## src/rtl/lcd_text_arbiter.sv

```systemverilog
// Round-robin arbiter sharing a 32-character LCD text buffer between two writers.
// Define LCD_ARB_TIMEOUT_EN to build the grant watchdog; otherwise grants never time out.
module lcd_text_arbiter #(
    parameter int unsigned TIMEOUT    = 1024,
    parameter logic [7:0]  BLANK_CHAR = 8'h20
) (
    input  logic         clk,
    input  logic         reset,
    input  logic [1:0]   req_i,
    input  logic [1:0]   clr_req_i,
    input  logic [1:0]   done_i,
    input  logic [1:0]   wr_en_i,
    input  logic [4:0]   wr_addr0_i,
    input  logic [4:0]   wr_addr1_i,
    input  logic [7:0]   wr_char0_i,
    input  logic [7:0]   wr_char1_i,
    output logic [1:0]   gnt_o,
    output logic         busy_o,
    output logic         update_o,
    output logic         timeout_o,
    output logic [255:0] disp_text_o
);

    typedef enum logic [1:0] {S_IDLE, S_CLEAR, S_GRANT} state_t;

    state_t          state_q, state_d;
    logic            sel_q, sel_d;
    logic            pri_q, pri_d;
    logic [4:0]      clr_idx_q, clr_idx_d;
    logic            update_q, update_d;
    logic [31:0][7:0] buf_q;

    logic            wr_acc;
    logic [4:0]      wr_addr;
    logic [7:0]      wr_char;
    logic            wd_expire;

    assign wr_addr = sel_q ? wr_addr1_i : wr_addr0_i;
    assign wr_char = sel_q ? wr_char1_i : wr_char0_i;
    assign wr_acc  = (state_q == S_GRANT) && wr_en_i[sel_q];

`ifdef LCD_ARB_TIMEOUT_EN
    localparam int unsigned WD_W = $clog2(TIMEOUT);
    localparam logic [WD_W-1:0] WD_LAST = WD_W'(TIMEOUT - 1);

    logic [WD_W-1:0] wd_q, wd_d;
    logic            timeout_q;

    // Expiry fires on the cycle the counter sits at its terminal value with no write.
    assign wd_expire = (state_q == S_GRANT) && !wr_acc && (wd_q == WD_LAST);

    always_comb begin
        wd_d = wd_q;
        if (state_q != S_GRANT || wr_acc) begin
            wd_d = '0;
        end else if (wd_q != WD_LAST) begin
            wd_d = wd_q + 1'b1;
        end
    end

    always_ff @(posedge clk) begin
        if (reset) begin
            wd_q      <= '0;
            timeout_q <= 1'b0;
        end else begin
            wd_q      <= wd_d;
            timeout_q <= wd_expire;
        end
    end

    assign timeout_o = timeout_q;
`else
    assign wd_expire = 1'b0;
    assign timeout_o = 1'b0;
`endif

    always_comb begin
        state_d   = state_q;
        sel_d     = sel_q;
        pri_d     = pri_q;
        clr_idx_d = clr_idx_q;
        update_d  = 1'b0;
        case (state_q)
            S_IDLE: begin
                if (|req_i) begin
                    sel_d   = (&req_i) ? pri_q : req_i[1];
                    state_d = clr_req_i[sel_d] ? S_CLEAR : S_GRANT;
                end
            end
            S_CLEAR: begin
                // Index wraps back to 0 on the last position, ready for the next clear.
                clr_idx_d = clr_idx_q + 5'd1;
                if (clr_idx_q == 5'd31) begin
                    state_d = S_GRANT;
                end
            end
            S_GRANT: begin
                if (done_i[sel_q] || !req_i[sel_q] || wd_expire) begin
                    state_d  = S_IDLE;
                    update_d = 1'b1;
                    pri_d    = ~sel_q;
                end
            end
            default: state_d = S_IDLE;
        endcase
    end

    always_ff @(posedge clk) begin
        if (reset) begin
            state_q   <= S_IDLE;
            sel_q     <= 1'b0;
            pri_q     <= 1'b0;
            clr_idx_q <= 5'd0;
            update_q  <= 1'b0;
        end else begin
            state_q   <= state_d;
            sel_q     <= sel_d;
            pri_q     <= pri_d;
            clr_idx_q <= clr_idx_d;
            update_q  <= update_d;
        end
    end

    always_ff @(posedge clk) begin
        if (reset) begin
            buf_q <= {32{BLANK_CHAR}};
        end else if (state_q == S_CLEAR) begin
            buf_q[clr_idx_q] <= BLANK_CHAR;
        end else if (wr_acc) begin
            buf_q[wr_addr] <= wr_char;
        end
    end

    assign gnt_o       = (state_q == S_GRANT) ? (sel_q ? 2'b10 : 2'b01) : 2'b00;
    assign busy_o      = (state_q != S_IDLE);
    assign update_o    = update_q;
    assign disp_text_o = buf_q;

endmodule

```

## config.mk

```make
export PLATFORM = sky130hd
export DESIGN_NAME = lcd_text_arbiter
export DESIGN_NICKNAME = d
export VERILOG_FILES = /design/src/rtl/lcd_text_arbiter.sv
export SDC_FILE = /design/constraint.sdc
export NUM_CORES = 1
export LEC_CHECK = 0
export CAP_MARGIN = 40
export CORE_MARGIN = 1
export CORE_UTILIZATION = 30
export DETAILED_ROUTE_END_ITERATION = 12
export GPL_ROUTABILITY_DRIVEN = 0
export PLACE_DENSITY = 0.62
export SLEW_MARGIN = 10
export SYNTH_ARGS = -nofsm -noshare
export SYNTH_HDL_FRONTEND = slang
export SYNTH_SLANG_ARGS = --single-unit
```

## constraint.sdc

```tcl
create_clock -name clk -period 2.7 [get_ports clk]
set_input_delay 0.405 -clock clk [delete_from_list [all_inputs] [get_ports clk]]
set_output_delay 0.405 -clock clk [all_outputs]
set_load 0.05 [all_outputs]
```

==> impl_metrics.ini, run 1 <==
[route]
drtIter0Drc = 408
num_vias = 8710
drt_pass1_iterations = 4
drcViolationCount = 0
vias_per_cell = 4.86
wl_per_cell_microns = 20.6
final_antenna_net_count = 0
wl_microns = 37000

[finish]
drive_above_1_share_pct = 13.2
mostFrequentLayoutCell = clkdlybuf4s50_1
final_cell_mix = clkdlybuf4s50_1 (291), dfxtp_1 (265), mux2i_1 (176)
areaGrowthSynthToFinish_pct = 43.9
nets = 1355

[placed_design]
hpwlAfterDp_microns = 26200
portBuffers = 295

[clock_tree]
postCtsHoldBufs = 0
clk_pin_slew_worst_paths_ns = 0.06
cts_num_sinks = 266
cts_max_path_buffers = 3
cts_tree = yes
clk_latency_ns = 0.54
ctsResizeCount = 0
cts_made_buffers = 29
cts_root_buffer = clkbuf_16
htree_levels = 1
post_cts_buffers = 0

[timing]
period_share_pct = 91.5
slew_headroom_pct = 40.8
clock-skew-final_ns = 0.0113
worst_slew_pin_slew_ns = 0.884
fmaxAchievable_mhz = 405
grt_setup_unrepaired = no
tns_ns = 0
drv_slew = 0
hold_viol = 0
holdWs_ns = 0.361
timing.final.crit_period_ns = 2.47
finalSetupViolCount = 0

[setup_path]
cp.arrival_ns = 2.89
critPathLaunchType = flip-flop
end_kind = flip-flop
required_ns = 3.12
crit_type = flip-flop to flip-flop
path_max_fanout = 29

[global_route]
grt_pass1_vias = 8792
antenna_found_initial = 2
grt_usage_pct = 20.0
grt_max_degree = 33
grt.overflow.total = 0
grt_pass1_wl_microns = 55000

[logic_synthesis]
synthCells = 985
synth.distinct_cells = 75
yosysSeqAreaShare_pct = 50.0
yosys.area.top_type = dfxtp_1
synth-edff-count = 0
synth_fp_nets = 1026
synth_area_sq_um = 10600
ys_seq_elements = 266
synthFlopType = dfxtp_1
synth-warning-count = 0
postSynth.asyncResetShare_pct = 0
yosys.area.top_type_share_pct = 50.0
synthTopCellsByArea = dfxtp_1 (50%), mux2i_1 (17%), nand2_1 (5.7%)
synth.avg_cell_area_sq_um = 10.8

[min_path]
hold_class = primary input to flip-flop

[floorplanning]
ioPinCount = 297
start_util_pct = 30.7
core_area_sq_um = 34700
die-area_sq_um = 36300
die_h_microns = 190
fp-row-count = 68
die_x_microns = 190

[status]
status = completed

[pwr]
ir_drop_mv = 0.394
leakage_nw = 6.01
powerDensity_nw_per_um2 = 572

[job]
maxCapViolCount = 0
## report_power, final
| group | switching [W] | internal, W | total (W) | leakage [nW] |
|---|---|---|---|---|
| combinational | 0.000523 | 0.000271 | 0.000794 | 3.39 |
| sequential | 0.0000335 | 0.00394 | 0.00398 | 2.14 |
| clock | 0.00160 | 0.00239 | 0.00399 | 0.475 |
| total | 0.00216 | 0.00660 | 0.00876 | 6.01 |
## cell type report
| class | instances | area [sq um] |
|---|---|---|
| repair buffers | 355 | 3440 |
| well taps | 455 | 569 |
| clock inverters | 11 | 138 |
| diodes | 2 | 5.00 |
| fillers | 3305 | 19400 |
| inverters | 18 | 67.6 |
| flip-flops and latches | 266 | 5330 |
| multi-input cells | 644 | 4960 |
| clock buffers | 40 | 817 |
## critical path, cell delays in order (launching register included)
cell	delay, ns
dfxtp_2	0.71
buf_4	0.32
nor4b_1	0.49
o211ai_2	0.27
o21a_4	0.31
a22o_1	0.24
## path summary, 6_finish.rpt
kind / slack (ns) / cells past startpoint / end / from
worst min-delay path: 0.36 / 2 / clr_idx_q[3]$_SDFFE_PP0P_ / reset
worst max register to register: 0.23 / 5 / disp_text_o[15]$_SDFFE_PP0P_ / sel_q$_SDFFE_PP0P_
worst min register to register: 0.46 / 2 / disp_text_o[134]$_SDFFE_PP0P_ / disp_text_o[134]$_SDFFE_PP0P_
worst max-delay path: 0.23 / 5 / disp_text_o[15]$_SDFFE_PP0P_ / sel_q$_SDFFE_PP0P_
## cell families (layout without fill, tap and decap cells)
| family | after synthesis | in the layout | synth area share (%) |
|---|---|---|---|
| mux | 178 | 178 | 16.9 |
| other cells | 1 | 3 | 0.0352 |
| compound gates | 164 | 164 | 13.7 |
| xor+xnor | 3 | 3 | 0.247 |
| flops | 266 | 266 | 50.0 |
| fa+ha+maj | 5 | 5 | 0.587 |
| buf+inv | 75 | 424 | 3.51 |
| simple gates | 293 | 293 | 15.1 |
## flip-flops by register name, indices dropped and copies added (netlist names)
name / flops
disp_text_o: 256
clr_idx_q: 5
state_q: 2
pri_q: 1
sel_q: 1
update_o: 1
## stage by stage
stage          setup WS, ns  cells  power (W)  utilization [%]  instance area, sq um
2_1_floorplan         0.777    985    0.00451                -                 10600
3_3_place_gp          0.166   1738    0.00486             41.4                 14400
3_5_place_dp         0.0907   1738    0.00487             41.4                 14400
4_1_cts               0.226   1789    0.00887             44.1                 15300
5_1_grt              0.0598   1791    0.00910             44.2                 15300
6_report              0.230   1791    0.00876             44.2                 15300
## synthesized netlist by cell type (3+ instances only)
master and instances:
dfxtp_1 266, mux2i_1 176, nand2_1 163, a22o_1 58
nor2b_1 27, clkbuf_1 25, nor2_1 23, buf_2 20
inv_1 18, a21oi_1 16, o2bb2ai_1 14, a31oi_1 13
a22oi_1 9, or2_2 8, a32o_1 7, buf_6 7
nand2b_1 7, nor2_4 7, and4bb_2 6, a2bb2oi_1 5
ha_1 5, nand2_2 5, a31o_2 4, buf_4 4
nor3_2 4, o211ai_2 4, a221oi_2 3, and2_1 3
and3_1 3, nand3_1 3, nand3b_1 3, nand4b_1 3
nand4bb_1 3, nor4b_2 3, o21a_1 3, o22ai_1 3
## routing by layer
layer	wire, microns	global-route usage, %
met1	16400	26.4
met2	16900	31.5
met3	2770	5.41
met4	911	5.91
met5	0	0
Note: power is estimated with default switching activity, not from simulation.
==> run 2: changes to the inputs <==
- CTS_BUF_LIST: unset -> sky130_fd_sc_hd__clkbuf_16
- SKIP_CTS_REPAIR_TIMING: unset -> 1
- clock period: 2.7 -> 2.6 ns (I/O delays scaled with it)
==> impl_metrics.ini, run 2 (same netlist as run 1, synthesis figures left out) <==
[pwr]
seq_power_share_pct = 46.3
power_switching_w = 0.00229
powerDensity_nw_per_um2 = 580
p_int_w = 0.00662
leakage_nw = 6.05
netSwitchingFraction_pct = 25.7
clockPowerShare_pct = 44.2
ir_drop_mv = 0.440
combPwrFrac_pct = 9.5

[floorplanning]
start_util_pct = 30.7
die_x_microns = 190
die_h_microns = 190
fp-row-count = 68
ioPinCount = 297
core_area_sq_um = 34700
die-area_sq_um = 36300

[setup_path]
cp_top_family = buffers and inverters
cp_slowest_stage_delay_ns = 0.46
end_kind = primary output
path_max_fanout = 14
cp.arrival_ns = 2.02
path_common_cell = buf_4
reg2reg_slack_ns = 0.25
cpMaxStageDelayCell = dfxtp_2
worstRegToRegCells = 5
required_ns = 2.21
cp_cell_sequence = nand2b_1, buf_4, nor2_1, buf_4
critPathLaunchType = flip-flop
rr_endpoint = disp_text_o[67]$_SDFFE_PP0P_
rr_startpoint = sel_q$_SDFFE_PP0P_
worst-path-buf-inv = 2
cp.depth = 4
crit_path_start = state_q[0]$_SDFFE_PP0P_
crit_type = flip-flop to primary output
crit_end = gnt_o[0]

[global_route]
grt_usage_pct = 20.1
grt_pass1_vias = 8741
grt_pass1_wl_microns = 55300
grt_max_degree = 32
antenna_found_initial = 2
grt.overflow.total = 0

[route]
final_antenna_net_count = 0
vias_per_cell = 4.84
drt_pass1_iterations = 4
drtIter0Drc = 437
drcViolationCount = 0
num_vias = 8720
wl_per_cell_microns = 20.5
wl_microns = 37000

[timing]
worst_slew_pin_slew_ns = 0.772
finalSetupViolCount = 0
holdWs_ns = 0.266
drv_slew = 0
clock-skew-final_ns = 0.0200
timing.final.crit_period_ns = 2.41
period_share_pct = 92.8
fmaxAchievable_mhz = 414
grt_setup_unrepaired = no
tns_ns = 0
slew_headroom_pct = 48.3
hold_viol = 0

[finish]
drive_above_1_share_pct = 13.5
mostFrequentLayoutCell = clkdlybuf4s50_1
final_cell_mix = clkdlybuf4s50_1 (291), dfxtp_1 (264), mux2i_1 (176)
largest_reg_flops = 256
areaGrowthSynthToFinish_pct = 44.3
nFillCells = 3329
nets = 1365
multiInputGateArea_sq_um = 4960
seq_area_sq_um = 5330

[clock_tree]
cts_root_buffer = clkbuf_16
cts_max_path_buffers = 3
cts_num_sinks = 266
cts_made_buffers = 30
cts_tree = yes
clk_latency_ns = 0.56
htree_levels = 1
clk_pin_slew_worst_paths_ns = 0.07

[placed_design]
portBuffers = 295
hpwlAfterDp_microns = 26400

[status]
status = completed

[job]
maxCapViolCount = 0

[min_path]
hold_class = primary input to flip-flop
==> run 2: cell count changes in the layout (fill, tap and decap cells not counted), sizes merged <==
cell,change
buf,+9
bufinv,-2
clkbuf,-9
clkinv,+3
clkinvlp,+3
inv,+7
==> run 2: power by group through the flow <==
stage | Combinational, W | Clock, W | Sequential [W]
after global placement | 0.000839 | 0 | 0.00421
after global routing | 0.000898 | 0.00421 | 0.00413
final | 0.000844 | 0.00394 | 0.00413
after CTS | 0.000850 | 0.00404 | 0.00413
after floorplan | 0.000453 | 0 | 0.00423
after detailed placement | 0.000847 | 0 | 0.00422
==> run 2: layer usage <==
layer  GRT usage [%]  share of wire [%]
met5               0                  0
met4            5.66                2.5
met3            5.47                7.9
met2            31.3                 45
met1            27.0                 45
==> run 2: worst min path at each step <==
stage	endpoint	startpoint	slack, ns	cells past startpoint
detailed placement	disp_text_o[73]$_SDFFE_PP0P_	disp_text_o[73]$_SDFFE_PP0P_	0.45	2
floorplan	pri_q$_SDFFE_PP0P_	pri_q$_SDFFE_PP0P_	0.46	2
global placement	disp_text_o[17]$_SDFFE_PP0P_	disp_text_o[17]$_SDFFE_PP0P_	0.44	2
global route	clr_idx_q[3]$_SDFFE_PP0P_	reset	0.28	2
CTS	clr_idx_q[3]$_SDFFE_PP0P_	reset	0.25	2
finish	clr_idx_q[3]$_SDFFE_PP0P_	reset	0.27	2
==> run 2: metrics by stage <==
step	power [W]	cells	utilization (%)	instance area, sq um	worst slack [ns]
3_5_place_dp	0.00506	1747	41.7	14500	0.0614
5_1_grt	0.00924	1802	44.3	15400	0.109
4_1_cts	0.00901	1800	44.3	15400	0.0414
2_1_floorplan	0.00469	985	-	10600	0.692
6_report	0.00891	1802	44.3	15400	0.186
3_3_place_gp	0.00505	1745	41.6	14400	0.0637
==> run 2: area by class of cell <==
type	instances	share of cell area (%)
Sequential cell	266	34.7
Clock inverter	22	0.847
Clock buffer	31	5.05
Multi-Input combinational cell	644	32.3
Tap cell	455	3.70
Inverter	18	0.440
Antenna cell	2	0.0326
Timing Repair Buffer	364	23.0
